### src/rtl/fetch_stage_pkg.sv
// Shared CPU definitions for the fetch stage: FSM encoding, NOP word,
// word size, default halt threshold and small arithmetic helpers.
package fetch_stage_pkg;

   // Fetch FSM states, 2-bit encoding.
   typedef enum logic [1:0] {
      ST_BOOT   = 2'd0,
      ST_RUN    = 2'd1,
      ST_HALTED = 2'd2
   } fetch_state_e;

   localparam logic [31:0] NOP_WORD          = 32'd0;
   localparam logic [31:0] WORD_BYTES        = 32'd4;
   localparam logic [31:0] DEFAULT_HALT_ADDR = 32'd128;
   localparam logic [31:0] DEFAULT_RESET_PC  = 32'd0;
   localparam logic [31:0] COUNT_MAX         = 32'hFFFF_FFFF;

   // Force a byte address onto a word boundary.
   function automatic logic [31:0] align_word(input logic [31:0] addr);
      return {addr[31:2], 2'b00};
   endfunction

   // Increment that sticks at the all-ones value instead of wrapping.
   function automatic logic [31:0] sat_inc(input logic [31:0] cnt);
      return (cnt == COUNT_MAX) ? cnt : cnt + 32'd1;
   endfunction

endpackage

### src/rtl/fetch_stage_if.sv
// Signal bundle between the fetch stage and its environment (hazard unit,
// branch unit, instruction memory and the decode stage).
interface fetch_stage_if;

   logic        stall_i;
   logic        flush_i;
   logic [31:0] redirect_pc_i;
   logic [31:0] imem_addr_o;
   logic [31:0] imem_data_i;
   logic [31:0] pc_o;
   logic [31:0] ifid_pc4_o;
   logic [31:0] ifid_instr_o;
   logic        ifid_valid_o;
   logic        halt_o;
   logic [31:0] fetch_count_o;

   // The fetch stage itself.
   modport master (
      input  stall_i, flush_i, redirect_pc_i, imem_data_i,
      output imem_addr_o, pc_o, ifid_pc4_o, ifid_instr_o, ifid_valid_o,
             halt_o, fetch_count_o
   );

   // The surrounding pipeline / memory model.
   modport slave (
      output stall_i, flush_i, redirect_pc_i, imem_data_i,
      input  imem_addr_o, pc_o, ifid_pc4_o, ifid_instr_o, ifid_valid_o,
             halt_o, fetch_count_o
   );

endinterface

### src/rtl/fetch_stage_ifid_reg.sv
// IF/ID pipeline register. Priority: clear (inject NOP) > hold > load.
// With no control asserted the register keeps its contents.
module ifid_reg
   import fetch_stage_pkg::*;
(
   input  logic        clk_i,
   input  logic        rst_i,
   input  logic        hold_i,
   input  logic        clear_i,
   input  logic        load_i,
   input  logic [31:0] pc4_i,
   input  logic [31:0] instr_i,
   output logic [31:0] pc4_o,
   output logic [31:0] instr_o,
   output logic        valid_o
);

   logic [31:0] pc4_d,   pc4_q;
   logic [31:0] instr_d, instr_q;
   logic        valid_d, valid_q;

   // Next-value selection for the IF/ID contents.
   always_comb begin
      // NOTE: every combinational output gets a default first, so no path leaves it unassigned and no latch is inferred.
      pc4_d   = pc4_q;
      instr_d = instr_q;
      valid_d = valid_q;
      if (clear_i) begin
         instr_d = NOP_WORD;
         valid_d = 1'b0;
      end else if (!hold_i && load_i) begin
         pc4_d   = pc4_i;
         instr_d = instr_i;
         valid_d = 1'b1;
      end
   end

   // IF/ID storage, asynchronously cleared while rst_i is low.
   always_ff @(posedge clk_i or negedge rst_i) begin
      if (!rst_i) begin
         pc4_q   <= 32'd0;
         instr_q <= NOP_WORD;
         valid_q <= 1'b0;
      end else begin
         pc4_q   <= pc4_d;
         instr_q <= instr_d;
         valid_q <= valid_d;
      end
   end

   assign pc4_o   = pc4_q;
   assign instr_o = instr_q;
   assign valid_o = valid_q;

endmodule

### src/rtl/fetch_stage.sv
// Instruction fetch stage: PC register, BOOT/RUN/HALTED control FSM,
// accepted-instruction counter and the IF/ID pipeline register.
module fetch_stage
   import fetch_stage_pkg::*;
#(
   parameter logic [31:0] RESET_PC  = DEFAULT_RESET_PC,
   parameter logic [31:0] HALT_ADDR = DEFAULT_HALT_ADDR
) (
   input  logic          clk_i,
   input  logic          rst_i,
   fetch_stage_if.master bus
);

   fetch_state_e state_d, state_q;
   logic [31:0]  pc_d,    pc_q;
   logic [31:0]  count_d, count_q;
   logic         halt_d,  halt_q;

   logic [31:0]  seq_pc;
   logic [31:0]  redirect_pc;
   logic         ifid_hold;
   logic         ifid_clear;
   logic         ifid_load;

   // PC+4 wraps naturally modulo 2^32; the halt compare sees the wrapped value.
   assign seq_pc      = pc_q + WORD_BYTES;
   assign redirect_pc = align_word(bus.redirect_pc_i);

   // Next-state, next-PC and IF/ID control for the fetch FSM.
   always_comb begin
      state_d    = state_q;
      pc_d       = pc_q;
      count_d    = count_q;
      halt_d     = halt_q;
      ifid_hold  = 1'b0;
      ifid_clear = 1'b0;
      ifid_load  = 1'b0;

      unique case (state_q)
         ST_BOOT: begin
            // One idle edge after reset release; IF/ID keeps its reset NOP.
            state_d   = ST_RUN;
            ifid_hold = 1'b1;
         end

         ST_RUN: begin
            if (bus.flush_i) begin
               // Taken branch wins over a stall: redirect and squash IF/ID.
               pc_d       = redirect_pc;
               ifid_clear = 1'b1;
               if (redirect_pc > HALT_ADDR) begin
                  state_d = ST_HALTED;
                  halt_d  = 1'b1;
               end
            end else if (bus.stall_i) begin
               ifid_hold = 1'b1;
            end else begin
               // Normal fetch; the word is latched even on the halting edge.
               pc_d      = seq_pc;
               ifid_load = 1'b1;
               count_d   = sat_inc(count_q);
               if (seq_pc > HALT_ADDR) begin
                  state_d = ST_HALTED;
                  halt_d  = 1'b1;
               end
            end
         end

         ST_HALTED: begin
            // Keep feeding NOPs so downstream stages drain; only reset exits.
            ifid_clear = 1'b1;
         end

         default: begin
            // Unreachable encoding: recover through BOOT.
            state_d    = ST_BOOT;
            ifid_clear = 1'b1;
         end
      endcase
   end

   // FSM, PC, counter and halt flag; all discarded at once while rst_i is low.
   always_ff @(posedge clk_i or negedge rst_i) begin
      if (!rst_i) begin
         state_q <= ST_BOOT;
         pc_q    <= RESET_PC;
         count_q <= 32'd0;
         halt_q  <= 1'b0;
      end else begin
         // NOTE: sequential state uses non-blocking assignments so every flop samples pre-edge values.
         state_q <= state_d;
         pc_q    <= pc_d;
         count_q <= count_d;
         halt_q  <= halt_d;
      end
   end

   ifid_reg u_ifid_reg (
      .clk_i   (clk_i),
      .rst_i   (rst_i),
      .hold_i  (ifid_hold),
      .clear_i (ifid_clear),
      .load_i  (ifid_load),
      .pc4_i   (seq_pc),
      .instr_i (bus.imem_data_i),
      .pc4_o   (bus.ifid_pc4_o),
      .instr_o (bus.ifid_instr_o),
      .valid_o (bus.ifid_valid_o)
   );

   assign bus.imem_addr_o   = pc_q;
   assign bus.pc_o          = pc_q;
   assign bus.halt_o        = halt_q;
   assign bus.fetch_count_o = count_q;

endmodule
### src/flat_wrapper.sv
// flat-port wrapper written by rule: the top's interface ports become plain ports
module fetch_stage_flat import fetch_stage_pkg::*;
#(
   parameter logic [31:0] RESET_PC  = DEFAULT_RESET_PC,
   parameter logic [31:0] HALT_ADDR = DEFAULT_HALT_ADDR
)
  (clk_i, rst_i, bus_stall_i, bus_flush_i, bus_redirect_pc_i, bus_imem_data_i, bus_imem_addr_o, bus_pc_o, bus_ifid_pc4_o, bus_ifid_instr_o, bus_ifid_valid_o, bus_halt_o, bus_fetch_count_o);
  fetch_stage_if bus_i ();
  input  logic clk_i;
  input  logic rst_i;
  input wire logic [$bits(bus_i.stall_i)-1:0] bus_stall_i;
  input wire logic [$bits(bus_i.flush_i)-1:0] bus_flush_i;
  input wire logic [$bits(bus_i.redirect_pc_i)-1:0] bus_redirect_pc_i;
  input wire logic [$bits(bus_i.imem_data_i)-1:0] bus_imem_data_i;
  output wire logic [$bits(bus_i.imem_addr_o)-1:0] bus_imem_addr_o;
  output wire logic [$bits(bus_i.pc_o)-1:0] bus_pc_o;
  output wire logic [$bits(bus_i.ifid_pc4_o)-1:0] bus_ifid_pc4_o;
  output wire logic [$bits(bus_i.ifid_instr_o)-1:0] bus_ifid_instr_o;
  output wire logic [$bits(bus_i.ifid_valid_o)-1:0] bus_ifid_valid_o;
  output wire logic [$bits(bus_i.halt_o)-1:0] bus_halt_o;
  output wire logic [$bits(bus_i.fetch_count_o)-1:0] bus_fetch_count_o;
  assign bus_i.stall_i = bus_stall_i;
  assign bus_i.flush_i = bus_flush_i;
  assign bus_i.redirect_pc_i = bus_redirect_pc_i;
  assign bus_i.imem_data_i = bus_imem_data_i;
  assign bus_imem_addr_o = bus_i.imem_addr_o;
  assign bus_pc_o = bus_i.pc_o;
  assign bus_ifid_pc4_o = bus_i.ifid_pc4_o;
  assign bus_ifid_instr_o = bus_i.ifid_instr_o;
  assign bus_ifid_valid_o = bus_i.ifid_valid_o;
  assign bus_halt_o = bus_i.halt_o;
  assign bus_fetch_count_o = bus_i.fetch_count_o;
  fetch_stage #(.RESET_PC(RESET_PC), .HALT_ADDR(HALT_ADDR)) u_core (.clk_i(clk_i), .rst_i(rst_i), .bus(bus_i));
endmodule
### config.mk
export PLATFORM = sky130hd
export DESIGN_NAME = fetch_stage_flat
export DESIGN_NICKNAME = d
export VERILOG_FILES = /design/src/rtl/fetch_stage_pkg.sv /design/src/rtl/fetch_stage_if.sv /design/src/rtl/fetch_stage_ifid_reg.sv /design/src/rtl/fetch_stage.sv /design/src/flat_wrapper.sv
export SDC_FILE = /design/constraint.sdc
export NUM_CORES = 1
export LEC_CHECK = 0
export BUFFER_PORTS_ARGS = -buffer_cell sky130_fd_sc_hd__buf_2
export CORE_ASPECT_RATIO = 0.9
export CORE_MARGIN = 1
export CORE_UTILIZATION = 46
export CTS_CLUSTER_SIZE = 10
export DETAILED_ROUTE_END_ITERATION = 10
export GPL_TIMING_DRIVEN = 0
export PLACE_DENSITY = 0.78
export SLEW_MARGIN = 15
export SYNTH_ARGS = -nofsm -noshare
export SYNTH_HDL_FRONTEND = slang
export SYNTH_SLANG_ARGS = --single-unit
### constraint.sdc
create_clock -name clk_i -period 2.87 [get_ports clk_i]
set_input_delay 0.574 -clock clk_i [delete_from_list [all_inputs] [get_ports clk_i]]
set_output_delay 0.574 -clock clk_i [all_outputs]
set_load 0.05 [all_outputs]
==> results.md, run 1 <==
CTS:
- Clock tree synthesis inserted a total of 17 buffers.
- The root buffer cell is sky130_fd_sc_hd__clkbuf_16.
- For the worst-skew pair, the clock arrives at the later sink with an insertion delay of 0.42 ns.
- The worst-case clock buffer depth is 2.
- TritonCTS built the clock tree.
- Clock-pin slew was measured on the worst setup and hold paths at 0.06 ns.
- In this run the number of H-tree levels came out at 4.
- For this design, the sink count on the clock tree is approximately 130.

Yosys:
- Synthesis produced between 700 and 800 cells.
- A synthesized cell averages between 9 and 10 um^2.
- The leading area contributor after synthesis is sky130_fd_sc_hd__dfrtp_1.
- The cell area after synthesis is between 6000 and 7000 um^2.
- Synthesis instantiated 57 different standard cells from the library.
- For this run, the number of Yosys warnings is 0.
- The flip-flop and latch count after synthesis is around 130.
- The sequential element share of the synthesized area is 0.470.
- The async set or reset register ratio after synthesis is 1.00.
- In the synthesized netlist the dominant register cell turns out to be sky130_fd_sc_hd__dfrtp_1.
- In this run, synthesis inferred 0 flip-flops with an integrated enable.
- The share of synthesized area in the top cell type comes to 0.470.
- Ranked by total cell area, the synthesized netlist is headed by sky130_fd_sc_hd__dfrtp_1 47%, sky130_fd_sc_hd__xnor2_1 6.2%, sky130_fd_sc_hd__o21ai_0 5.2%, sky130_fd_sc_hd__a22o_1 4.4%, sky130_fd_sc_hd__buf_4 4.3%.

Route:
- The average vias per placed instance is approximately 5.6.
- The number of iterations in the first detailed-routing pass is 5.
- In the final routed layout, each cell accounts on average for ~17 um.
- Once detail routing completed, the nets flagged for antenna violations numbered 0.
- The DRC violation count after routing is 0.
- For this block, the initial DRC count from the detailed router was about 670.
- For this block, the routed nets add up to approximately 21000 um of wire.
- The detailed-route via count is approximately 6700.

Layout:
- In the final design database the tool counted between 1000 and 1500 nets.
- Leaving out fill and tap cells, the most frequent cell in the layout is sky130_fd_sc_hd__buf_2.
- The top cell types in the final layout, fill and taps aside, are 225 x sky130_fd_sc_hd__buf_2, 126 x sky130_fd_sc_hd__dfrtp_1, 77 x sky130_fd_sc_hd__nand2_1, 69 x sky130_fd_sc_hd__o21ai_0, 55 x sky130_fd_sc_hd__buf_4.
- The number of antenna repair diodes is 0.
- Of the cells placed in the final design, the portion with a size suffix greater than 1 is 0.343.
- The layout-stage area growth over the synthesis result is 32.1%.

Global routing:
- The leftover overflow at the end of global routing is 0.
- The initial antenna violation count is 0.
- The largest net degree at the start of global routing is 84.
- For this run, the total global-route usage over all layers was measured as 0.275.
- The wire length of the first global-routing pass is between 30000 and 40000 um.
- The via count of the first global-routing pass came to 6028.

Power and ir drop:
- The static power due to leakage is approximately 4.4 nW.
- The switching part of the total power is 0.518.
- The fraction of power consumed by combinational cells is 0.541.
- The clock power share is 0.196.
- The power density over the cells is approximately 1200 nW/um^2.
- The total chip power is approximately 11 mW.
- The switching power is approximately 5.5 mW.
- Across the VDD grid, the largest voltage drop is approximately 1.1 mV.
- The cell-internal power is approximately 5 mW.
- Of the total power, registers draw 0.264.

Critical path:
- The cell with the biggest individual delay on the critical path is sky130_fd_sc_hd__dfrtp_1.
- The source of the worst register-to-register timing path is u_core.bus.imem_addr_o[11].
- In this run the critical register-to-register path is captured at u_core.state_q[0].
- The type of the worst setup path is register to register.
- Of all nets on the critical path, the largest fanout is 10.
- The endpoint arrival time on the critical path is around 3.2 ns.
- Traced cell by cell, the critical path runs through buf_4 > nand3_1 > or3_1 > clkbuf_1 > nor4_4 > nor3_1 > a31oi_1 > nor4_4 > o31a_1.
- The number of cells on the worst reg-to-reg path is 9.
- The most prevalent standard cell on the critical path is sky130_fd_sc_hd__nor4_4.
- The worst endpoint required time is 3.18 ns.
- STA classifies the critical path startpoint as a register.
- The largest single stage delay on the critical path is between 0.4 and 0.5 ns.
- The register-to-register setup slack is approximately 0.025 ns.
- STA classifies the critical path endpoint as a register.

Timing:
- Setup violations remaining at the end of the flow were counted as 0.
- The maximum achievable frequency is between 300 and 400 MHz.
- The worst pin sits at a relative slew slack of 0.504.
- The final critical-path share of the clock period is 0.991.
- The slew at the pin closest to its max-slew limit is about 0.74 ns.
- The final count of pins violating max slew is 0.
- The clock arrives with ~0.010 ns of skew.
- The worst path in the final design needs a cycle of roughly 2.8 ns, including I/O delays and setup.
- The number of hold-slack violations in the final timing report is 0.
- The final setup slack of the worst path is about 0.025 ns.

Placed design:
- Detailed placement finished with a half-perimeter wire length of about 15000 um.
- The congestion estimate from routability-driven global placement came to 0.954.
- During placement, the flow inserted port buffers numbering ~220.
- Before CTS, the worst setup slack after placement is -0.212 ns.

Job:
- Max-cap violations in this run came to 0.

Floorplanning:
- In this run the standard cell core region covers 14300 um^2.
- The die covers 15300 um^2.
- The vertical die dimension is roughly 120 um.
- For this configuration, the core starts out at a cell density of 0.478.
- The I/O pin count is between 200 and 250.
- The x dimension of the die is 130 um.
- The row count is between 40 and 50.

Hold path:
- In this run the worst hold path is classified as primary input to async pin.

Run status:
- The flow ran to the end, and the final reports show no timing, DRC or antenna violations.
[worst max-delay path, delay by kind of cell (launching register included)]
kind,cells,cell delay (ns)
simple gates,5,1.19
compound gates,2,0.68
buf+inv,2,0.46
flops,1,0.41
[worst max path at each step]
stage	from	endpoint	slack, ns	depth (start not counted)
floorplan	u_core.bus.imem_addr_o[7]	u_core.bus.halt_o	0.003	9
global placement	rst_i	u_core.bus.imem_addr_o[3]	-0.70	1
detailed placement	u_core.bus.imem_addr_o[2]	u_core.state_q[1]	-0.21	8
CTS	u_core.bus.imem_addr_o[7]	u_core.state_q[1]	0.006	9
global route	u_core.bus.imem_addr_o[10]	u_core.state_q[0]	-0.07	9
finish	u_core.bus.imem_addr_o[11]	u_core.state_q[0]	0.02	9
[cell families after synthesis]
group / after synthesis / synth area share
AND/OR/NAND/NOR: 261 / 0.201
AO/OA/AOI/OAI: 173 / 0.163
flip-flops: 128 / 0.470
buffers and inverters: 102 / 0.0797
XOR/XNOR: 58 / 0.0745
multiplexers: 5 / 0.00790
adder cells (fa/ha/maj): 2 / 0.00367
other: 1 / 0.000550
[Yosys cell counts, drive strengths merged (19+ instances only)]
| master | instances |
|---|---|
| nand4 | 20 |
| nor3 | 21 |
| nor4 | 19 |
| nand2 | 77 |
| a22o | 34 |
| nor2 | 50 |
| clkbuf | 39 |
| buf | 52 |
| o21ai | 73 |
| xnor2 | 48 |
| nand3 | 27 |
| dfrtp | 128 |
| a21oi | 23 |
[power groups by stage]
stage               clock, mW  combinational [mW]  sequential (mW)
floorplan                   0                2.53             4.45
global placement            0                5.46             2.78
detailed placement          0                5.51             2.80
CTS                      2.08                5.63             2.75
global route             2.17                6.04             2.86
finish                   2.07                5.72             2.79
[flip-flops by register name (all words and copies together), names as in the netlist]
| name | count |
|---|---|
| u_core.bus.fetch_count_o | 32 |
| u_core.bus.halt_o | 1 |
| u_core.u_ifid_reg.pc4_o | 30 |
| u_core.state_q | 2 |
| u_core.u_ifid_reg.instr_o | 32 |
| u_core.bus.imem_addr_o | 30 |
| u_core.u_ifid_reg.valid_o | 1 |
[per-stage QoR]
step | instance area, um^2 | hold WS [ns] | util | cells | TNS, ns
floorplan | 6840 | 0.278 | - | 735 | 0
global placement | 8190 | 0.457 | 0.574 | 1149 | -59.58
detailed placement | 8220 | 0.457 | 0.576 | 1150 | -0.575
CTS | 8870 | 0.0887 | 0.622 | 1187 | 0
global route | 9000 | 0.100 | 0.631 | 1193 | -0.114
finish | 9000 | 0.0789 | 0.631 | 1193 | 0
[routing by layer]
| layer | GRT usage | vias to the layer above | wire length (um) |
|---|---|---|---|
| li1 | - | 3085 | - |
| met1 | 0.389 | 3212 | 8780 |
| met2 | 0.422 | 381 | 9730 |
| met3 | 0.0436 | 48 | 1890 |
| met4 | 0.102 | 0 | 441 |
| met5 | 0 | - | 0 |
[timing repair]
item,CTS,global route
buffers inserted,6,7
hold endpoints to repair,0,0
resized for setup,6,28
hold buffers,0,0
pin swaps,2,6
endpoints found under the setup margin,3,20
[area by class of cell]
cell class,count,area (um^2)
fillers,1223,5260
flip-flops and latches,128,3210
multi-input cells,505,3180
repair buffers,235,1240
plain buffers,90,526
clock buffers,19,453
well taps,193,241
clock inverters,12,111
inverters,11,41.3
No activity file was read; power rests on OpenSTA's default activity.
==> run 2: changes to the inputs <==
==> constraint.sdc (replaced) <==
create_clock -name clk_i -period 2.87 [get_ports clk_i]
set_input_delay 0.574 -clock clk_i [delete_from_list [all_inputs] [get_ports clk_i]]
set_output_delay 0.574 -clock clk_i [all_outputs]
set_load 0.005 [all_outputs]
==> results.md, run 2 (same netlist as run 1, synthesis figures left out) <==
Critical path:
- The type of the worst setup path is register to register.
- The cell family contributing the most delay on the critical path is simple AND/OR/NAND/NOR gates.
- The worst-case reg-to-reg path depth is 8 (-1).
- The most prevalent standard cell on the critical path is sky130_fd_sc_hd__nor4_4.
- The largest fanout on the critical path is 10 (unchanged).
- The number of buffer and inverter instances along the worst setup path is 1 (-1).
- The critical path capture point type is a register.
- The cell with the biggest individual delay on the critical path is sky130_fd_sc_hd__or3b_2.
- The delay of the slowest cell on the worst path is 0.48 ns (+0.07 ns).
- The endpoint arrival time on the critical path is 3.12 ns (-0.03 ns).
- The worst endpoint required time is 3.15 ns (-0.03 ns).
- The worst register-to-register path begins at u_core.bus.imem_addr_o[10].
- The register-to-register setup slack was 0.03 ns (about the same).
- The critical path launch point type is a register.
- The endpoint of the lowest-slack register-to-register path is u_core.bus.halt_o.
- Walking the worst path, the cells encountered are buf_2 > nand3_1 > nor4_4 > or3b_2 > o311ai_0 > o2111ai_2 > nor4_4 > o21ai_1.

Job:
- The max-cap violation count is 0 (unchanged).

Floorplanning:
- The vertical die dimension came to 117 um (unchanged).
- The row count is 41 (unchanged).
- The core box area is 14300 um^2 (unchanged).
- The x dimension of the die is 130 um (unchanged).
- The effective utilization at floorplan is 0.478 (unchanged).
- The I/O pin count is 230 (unchanged).
- The area enclosed by the die boundary is 15300 um^2 (unchanged).

Timing:
- The final clock skew is 0.00919 ns (-0.00121 ns).
- The number of hold-slack violations in the final timing report came to 0 (unchanged).
- The worst max-slew margin expressed relative to the limit is 0.534 (+0.0299).
- The slew at the pin closest to its max-slew limit is 0.699 ns (-0.0449 ns).
- The time the worst path needs with I/O delays and setup is 2.84 ns (-0.00367 ns).
- The final count of pins violating max slew is 0 (unchanged).
- The maximum achievable frequency is 352 MHz (+0.13%).
- The count of final setup violators is 0 (unchanged).
- The total negative slack for setup checks was 0 ns (unchanged).
- The final critical-path share of the clock period was 0.990 (-0.00128).

Route:
- The DRC violation count after routing was 0 (unchanged).
- The detailed router's first-iteration violation count is 691 (+2.8%).
- The number of iterations in the first detailed-routing pass is 5 (unchanged).
- The average wire length per cell after detail routing is 17.6 um (+0.86%).
- The total wire length after detailed routing is 21100 um (+1.2%).
- The average vias per placed instance was 5.67 (+0.51%).
- The detailed-route via count is 6783 (+0.85%).
- The post-detailed-route count of antenna-violating nets was 0 (unchanged).

Hold path:
- The class of the most critical hold timing path is primary input to async pin.

Global routing:
- The largest net degree at the start of global routing is 85 (+1.2%).
- The via count of the first global-routing pass came to 6136 (+1.8%).
- The overall track demand over capacity in global routing is 0.274 (-0.00122).
- The wire length of the first global-routing pass is 32200 um (+0.82%).
- The initial antenna violation count is 0 (unchanged).
- The leftover overflow at the end of global routing is 0 (unchanged).

CTS:
- The number of hold-repair buffers added at the cts stage is 0 (unchanged).
- The worst-case clock buffer depth was 2 (unchanged).
- The CTS tree is built.
- The root buffer cell is sky130_fd_sc_hd__clkbuf_16.
- The total CTS buffers was 17 (unchanged).
- The clock latency on the worst-skew pair came to 0.41 ns (about the same).
- The number of H-tree levels is 4 (unchanged).
- The clock sink count was 128 (unchanged).
- The clock-pin slew of the registers on the worst-case setup and hold paths is 0.06 ns (about the same).

Placed design:
- The routability-driven placement congestion ratio was 0.953 (about the same).
- The detailed placement HPWL was 14900 um (+0.40%).
- The number of buffer cells added on primary ports is 221 (unchanged).

Layout:
- The total of fill cells in the finished design is 1268 (+3.7%).
- Leaving out fill and tap cells, the most frequent cell in the layout is sky130_fd_sc_hd__buf_2.
- In the layout the commonest cells are 224 x sky130_fd_sc_hd__buf_2, 126 x sky130_fd_sc_hd__dfrtp_1, 77 x sky130_fd_sc_hd__nand2_1, 69 x sky130_fd_sc_hd__o21ai_0, 57 x sky130_fd_sc_hd__buf_4.
- The number of nets in the finished design came to 1062 (+0.38%).
- The fraction of layout instances using a drive strength above 1 is 0.349 (+0.00561).
- The number of antenna repair diodes was 0 (unchanged).
- The layout-stage area growth over the synthesis result is 33.4%.

Run status:
- The run finished with clean final reports.

Power and ir drop:
- The static power due to leakage is 4.39 nW (+0.61%).
- The power density over the cells is 917 nW/um^2 (-22%).
- The total chip power is 8.33 mW (-21%).
- The worst supply voltage drop on vdd is 0.623 mV (-41%).
[run 2: cell types whose count changed in the layout (fill, tap and decap cells not counted), sizes merged]
cell | previous run | this run
clkbuf | 57 | 55
buf | 287 | 291
bufinv | 1 | 3
inv | 13 | 12
clkinvlp | 3 | 4
[run 2: area by class of cell]
| type | instances | area [um^2] | area share |
|---|---|---|---|
| tap | 193 | 241 | 0.0266 |
| clock inverter | 14 | 166 | 0.0183 |
| multi-input combinational | 505 | 3200 | 0.352 |
| timing repair buffer | 240 | 1270 | 0.140 |
| inverter | 11 | 41.3 | 0.00454 |
| buffer | 89 | 534 | 0.0588 |
| clock buffer | 17 | 425 | 0.0468 |
| sequential | 128 | 3210 | 0.353 |
[run 2: per-stage QoR]
stage	worst slack (ns)	hold slack [ns]	area, um^2	util	std cells
final	0.0282	0.0726	9090	0.637	1197
after global routing	-0.0376	0.0926	9090	0.637	1197
after CTS	0.00569	0.0837	8890	0.624	1185
after detailed placement	-0.473	0.458	8210	0.576	1150
after global placement	-0.457	0.457	8180	0.574	1149
after floorplan	0.0971	0.278	6830	-	735
[run 2: how the worst max path moves through the flow]
| stage | from | slack (ns) | cells past startpoint | to |
|---|---|---|---|---|
| 2_1_floorplan | u_core.bus.imem_addr_o[2] | 0.1 | 9 | u_core.bus.halt_o |
| 3_3_place_gp | rst_i | -0.46 | 1 | u_core.bus.imem_addr_o[10] |
| 3_5_place_dp | u_core.bus.imem_addr_o[2] | -0.47 | 9 | u_core.bus.halt_o |
| 4_1_cts | u_core.bus.imem_addr_o[9] | 0.006 | 9 | u_core.bus.halt_o |
| 5_1_grt | u_core.bus.imem_addr_o[10] | -0.04 | 8 | u_core.bus.halt_o |
| 6_report | u_core.bus.imem_addr_o[10] | 0.03 | 8 | u_core.bus.halt_o |
[run 2: worst register-to-register path, cell delays in order (launching register included)]
cell and delay (ns):
sky130_fd_sc_hd__dfrtp_1 0.37, sky130_fd_sc_hd__buf_2 0.22, sky130_fd_sc_hd__nand3_1 0.23, sky130_fd_sc_hd__nor4_4 0.47, sky130_fd_sc_hd__or3b_2 0.48, sky130_fd_sc_hd__o311ai_0 0.15, sky130_fd_sc_hd__o2111ai_2 0.26, sky130_fd_sc_hd__nor4_4 0.42
sky130_fd_sc_hd__o21ai_1 0.11
[run 2: report_power, final]
group          switching, mW  internal [mW]  total [mW]
Clock                  0.836           1.36        2.19
Combinational           1.77           1.58        3.35
Sequential             0.467           2.32        2.78
Total                   3.08           5.26        8.33
[run 2: repair_timing]
item	in CTS	in global routing
pin swaps	3	9
buffers inserted	5	13
resized for setup	14	23
setup endpoints to repair	4	22
[run 2: layer usage]
layer	track usage	wire, um
met5	0	0
met4	0.0938	548
met3	0.0591	1980
met2	0.416	9680
met1	0.384	8880
==> run 3: changes to the inputs <==
==> constraint.sdc (replaced) <==
create_clock -name clk_i -period 2.87 [get_ports clk_i]
set_input_delay 0.4305 -clock clk_i [delete_from_list [all_inputs] [get_ports clk_i]]
set_output_delay 0.4305 -clock clk_i [all_outputs]
set_load 0.005 [all_outputs]
==> results.md, run 3 (same netlist as run 1, synthesis figures left out) <==
Global routing:
- The overall track demand over capacity in global routing is 0.274 (+0.000390).
- The wire length of the first global-routing pass is 32200 um (+0.13%).
- The leftover overflow at the end of global routing is 0 (unchanged).
- The via count of the first global-routing pass is 6141 (+0.081%).
- The initial antenna violation count came to 0 (unchanged).
- The largest net degree at the start of global routing is 85 (unchanged).

Route:
- The average wire length per cell after detail routing is 17.6 um (+0.17%).
- The post-detailed-route count of antenna-violating nets was 0 (unchanged).
- The DRC violation count after routing is 0 (unchanged).
- The detailed-route via count was 6772 (-0.16%).
- The detailed router's first-iteration violation count came to 796 (+15%).
- The average vias per placed instance is 5.65 (-0.25%).
- The number of iterations in the first detailed-routing pass came to 5 (unchanged).
- The total wire length after detailed routing came to 21100 um (+0.26%).

Critical path:
- The source of the worst register-to-register timing path is u_core.bus.imem_addr_o[10].
- STA classifies the critical path startpoint as a register.
- The launching instance or port of the critical path is u_core.bus.imem_addr_o[10].
- The most prevalent standard cell on the critical path is sky130_fd_sc_hd__nor4_4.
- The critical path capture point type is a register.
- The signal on the critical path passes through buf_2 > nand3_1 > nor4_4 > or3b_2 > o311ai_0 > o2111ai_2 > nor4_4 > o21ai_1.
- The worst endpoint required time is 3.15 ns (about the same).
- The endpoint arrival time on the critical path is 3.11 ns (about the same).
- The delay of the slowest cell on the worst path is 0.48 ns (about the same).
- The type of the worst setup path is register to register.
- For this design, the slowest cell found on the critical path is sky130_fd_sc_hd__or3b_2.
- The largest fanout on the critical path is 10 (unchanged).

Power and ir drop:
- The static power due to leakage is 4.40 nW (about the same).
- The part of the power in registers is 0.334 (about the same).
- The fraction of power consumed by combinational cells is 0.402 (about the same).
- The clock power share came to 0.264 (about the same).
- The switching power is 3.08 mW (+0.21%).
- The worst supply voltage drop on vdd is 0.624 mV (about the same).
- The cell-internal power is 5.26 mW (about the same).
- The switching part of the total power is 0.370 (+0.000449).
- The power density over the cells came to 916 nW/um^2 (about the same).

CTS:
- The clock latency on the worst-skew pair is 0.42 ns (about the same).
- The CTS tree is built.
- The clock sink count is 128 (unchanged).
- The root buffer cell chosen for the clock tree is sky130_fd_sc_hd__clkbuf_16.
- The worst-case clock buffer depth is 2 (unchanged).
- The clock-pin slew of the registers on the worst-case setup and hold paths was 0.06 ns (about the same).
- The number of H-tree levels is 4 (unchanged).
- The total CTS buffers was 17 (unchanged).

Timing:
- The final clock skew was 0.00955 ns (+0.000367 ns).
- The count of final setup violators is 0 (unchanged).
- The time the worst path needs with I/O delays and setup was 2.83 ns (-0.0130 ns).
- The maximum achievable frequency is 354 MHz (+0.46%).
- The final setup slack of the worst path was 0.0412 ns (+0.0130 ns).
- The final count of pins violating max slew is 0 (unchanged).
- The final critical-path share of the clock period is 0.986 (-0.00453).
- The slew at the pin closest to its max-slew limit is 0.714 ns (+0.0148 ns).
- The worst max-slew margin expressed relative to the limit is 0.524 (-0.00988).
- The number of hold-slack violations in the final timing report is 0 (unchanged).

Placed design:
- The setup slack at placement is -0.473 ns (unchanged).
- The routability-driven placement congestion ratio came to 0.953 (unchanged).
- The number of buffer cells added on primary ports is 221 (unchanged).
- The detailed placement HPWL came to 14900 um (unchanged).
- The placed instance count is 1150 (unchanged).

Layout:
- The layout-stage area growth over the synthesis result is 33.5%.
- The final core area utilization is 0.638 (+0.000701).
- The number of nets in the finished design is 1063 (+0.094%).
- The fraction of layout instances using a drive strength above 1 came to 0.348 (about the same).
- The most common cell after layout, fill and taps aside is sky130_fd_sc_hd__buf_2.
- The number of standard cells in the final layout excluding fillers is 1198 (+0.084%).
- The number of antenna repair diodes is 0 (unchanged).
- In the layout the commonest cells are 224 x sky130_fd_sc_hd__buf_2, 126 x sky130_fd_sc_hd__dfrtp_1, 77 x sky130_fd_sc_hd__nand2_1, 69 x sky130_fd_sc_hd__o21ai_0, 57 x sky130_fd_sc_hd__buf_4.

Floorplanning:
- The x dimension of the die is 130 um (unchanged).
- The area enclosed by the die boundary is 15300 um^2 (unchanged).
- The vertical die dimension is 117 um (unchanged).
- The core box area is 14300 um^2 (unchanged).
- The I/O pin count is 230 (unchanged).
- The row count came to 41 (unchanged).
- The effective utilization at floorplan is 0.478 (unchanged).

Run status:
- The flow ran to the end, and the final reports show no timing, DRC or antenna violations.

Hold path:
- The class of the most critical hold timing path is primary input to register.
- In this run the most critical hold path is launched from bus_imem_data_i[26].

Job:
- The max-cap violation count is 0 (unchanged).
[run 3: cell types whose count changed in the layout (fill, tap and decap cells not counted), sizes merged]
cell / before / now
dlygate4sd3: 0 / 1
[run 3: power groups by stage]
stage | registers (mW) | clock network [mW] | logic, mW
floorplan | 2.76 | 0 | 1.80
finish | 2.78 | 2.20 | 3.36
global placement | 2.77 | 0 | 3.01
detailed placement | 2.79 | 0 | 3.06
global route | 2.85 | 2.31 | 3.68
CTS | 2.76 | 2.22 | 3.17
[run 3: routing by layer]
metal  routed length, um  global-route usage  up-vias
met5                   0                   0        -
met1                9080               0.384     3233
met2                9700               0.417      400
li1                    -                   -     3089
met3                1830              0.0591       50
met4                 525              0.0938        0
[run 3: worst paths after layout]
check	end	slack, ns	depth (start not counted)
min	u_core.u_ifid_reg.instr_o[26]	0.24	2
max	u_core.bus.halt_o	0.04	8
min reg2reg	u_core.u_ifid_reg.pc4_o[11]	0.47	2
min in group asynchronous	u_core.bus.fetch_count_o[15]	0.51	2
max in group asynchronous	u_core.u_ifid_reg.instr_o[25]	1.56	3
max reg2reg	u_core.bus.halt_o	0.04	8
[run 3: critical path, delay by kind of cell (launching register included)]
family / cells / cell delay (ns)
buf+inv: 1 / 0.23
simple gates: 4 / 1.58
flops: 1 / 0.37
compound gates: 3 / 0.52
[run 3: per-stage QoR]
step | TNS [ns] | hold slack, ns | total power, mW | instance area, um^2
after CTS | 0 | 0.229 | 8.15 | 8900
after floorplan | 0 | 0.135 | 4.56 | 6830
after global placement | -40.03 | 0.457 | 5.78 | 8180
after detailed placement | -1.34 | 0.385 | 5.86 | 8210
final | 0 | 0.237 | 8.34 | 9100
after global routing | -0.0938 | 0.225 | 8.83 | 9100
[run 3: timing repair]
action / CTS / global route
pin swaps: 3 / 9
resized for setup: 14 / 23
gates cloned: 0 / 0
setup endpoints to repair: 4 / 22
hold endpoints to repair: 44 / 0
hold buffers: 1 / 0
buffers inserted: 5 / 13
[run 3: cell type report]
class | instances | area (um^2)
plain buffers | 89 | 534
clock buffers | 17 | 425
clock inverters | 14 | 166
fillers | 1267 | 5160
inverters | 11 | 41.3
multi-input cells | 505 | 3200
flip-flops and latches | 128 | 3210
well taps | 193 | 241
repair buffers | 241 | 1280
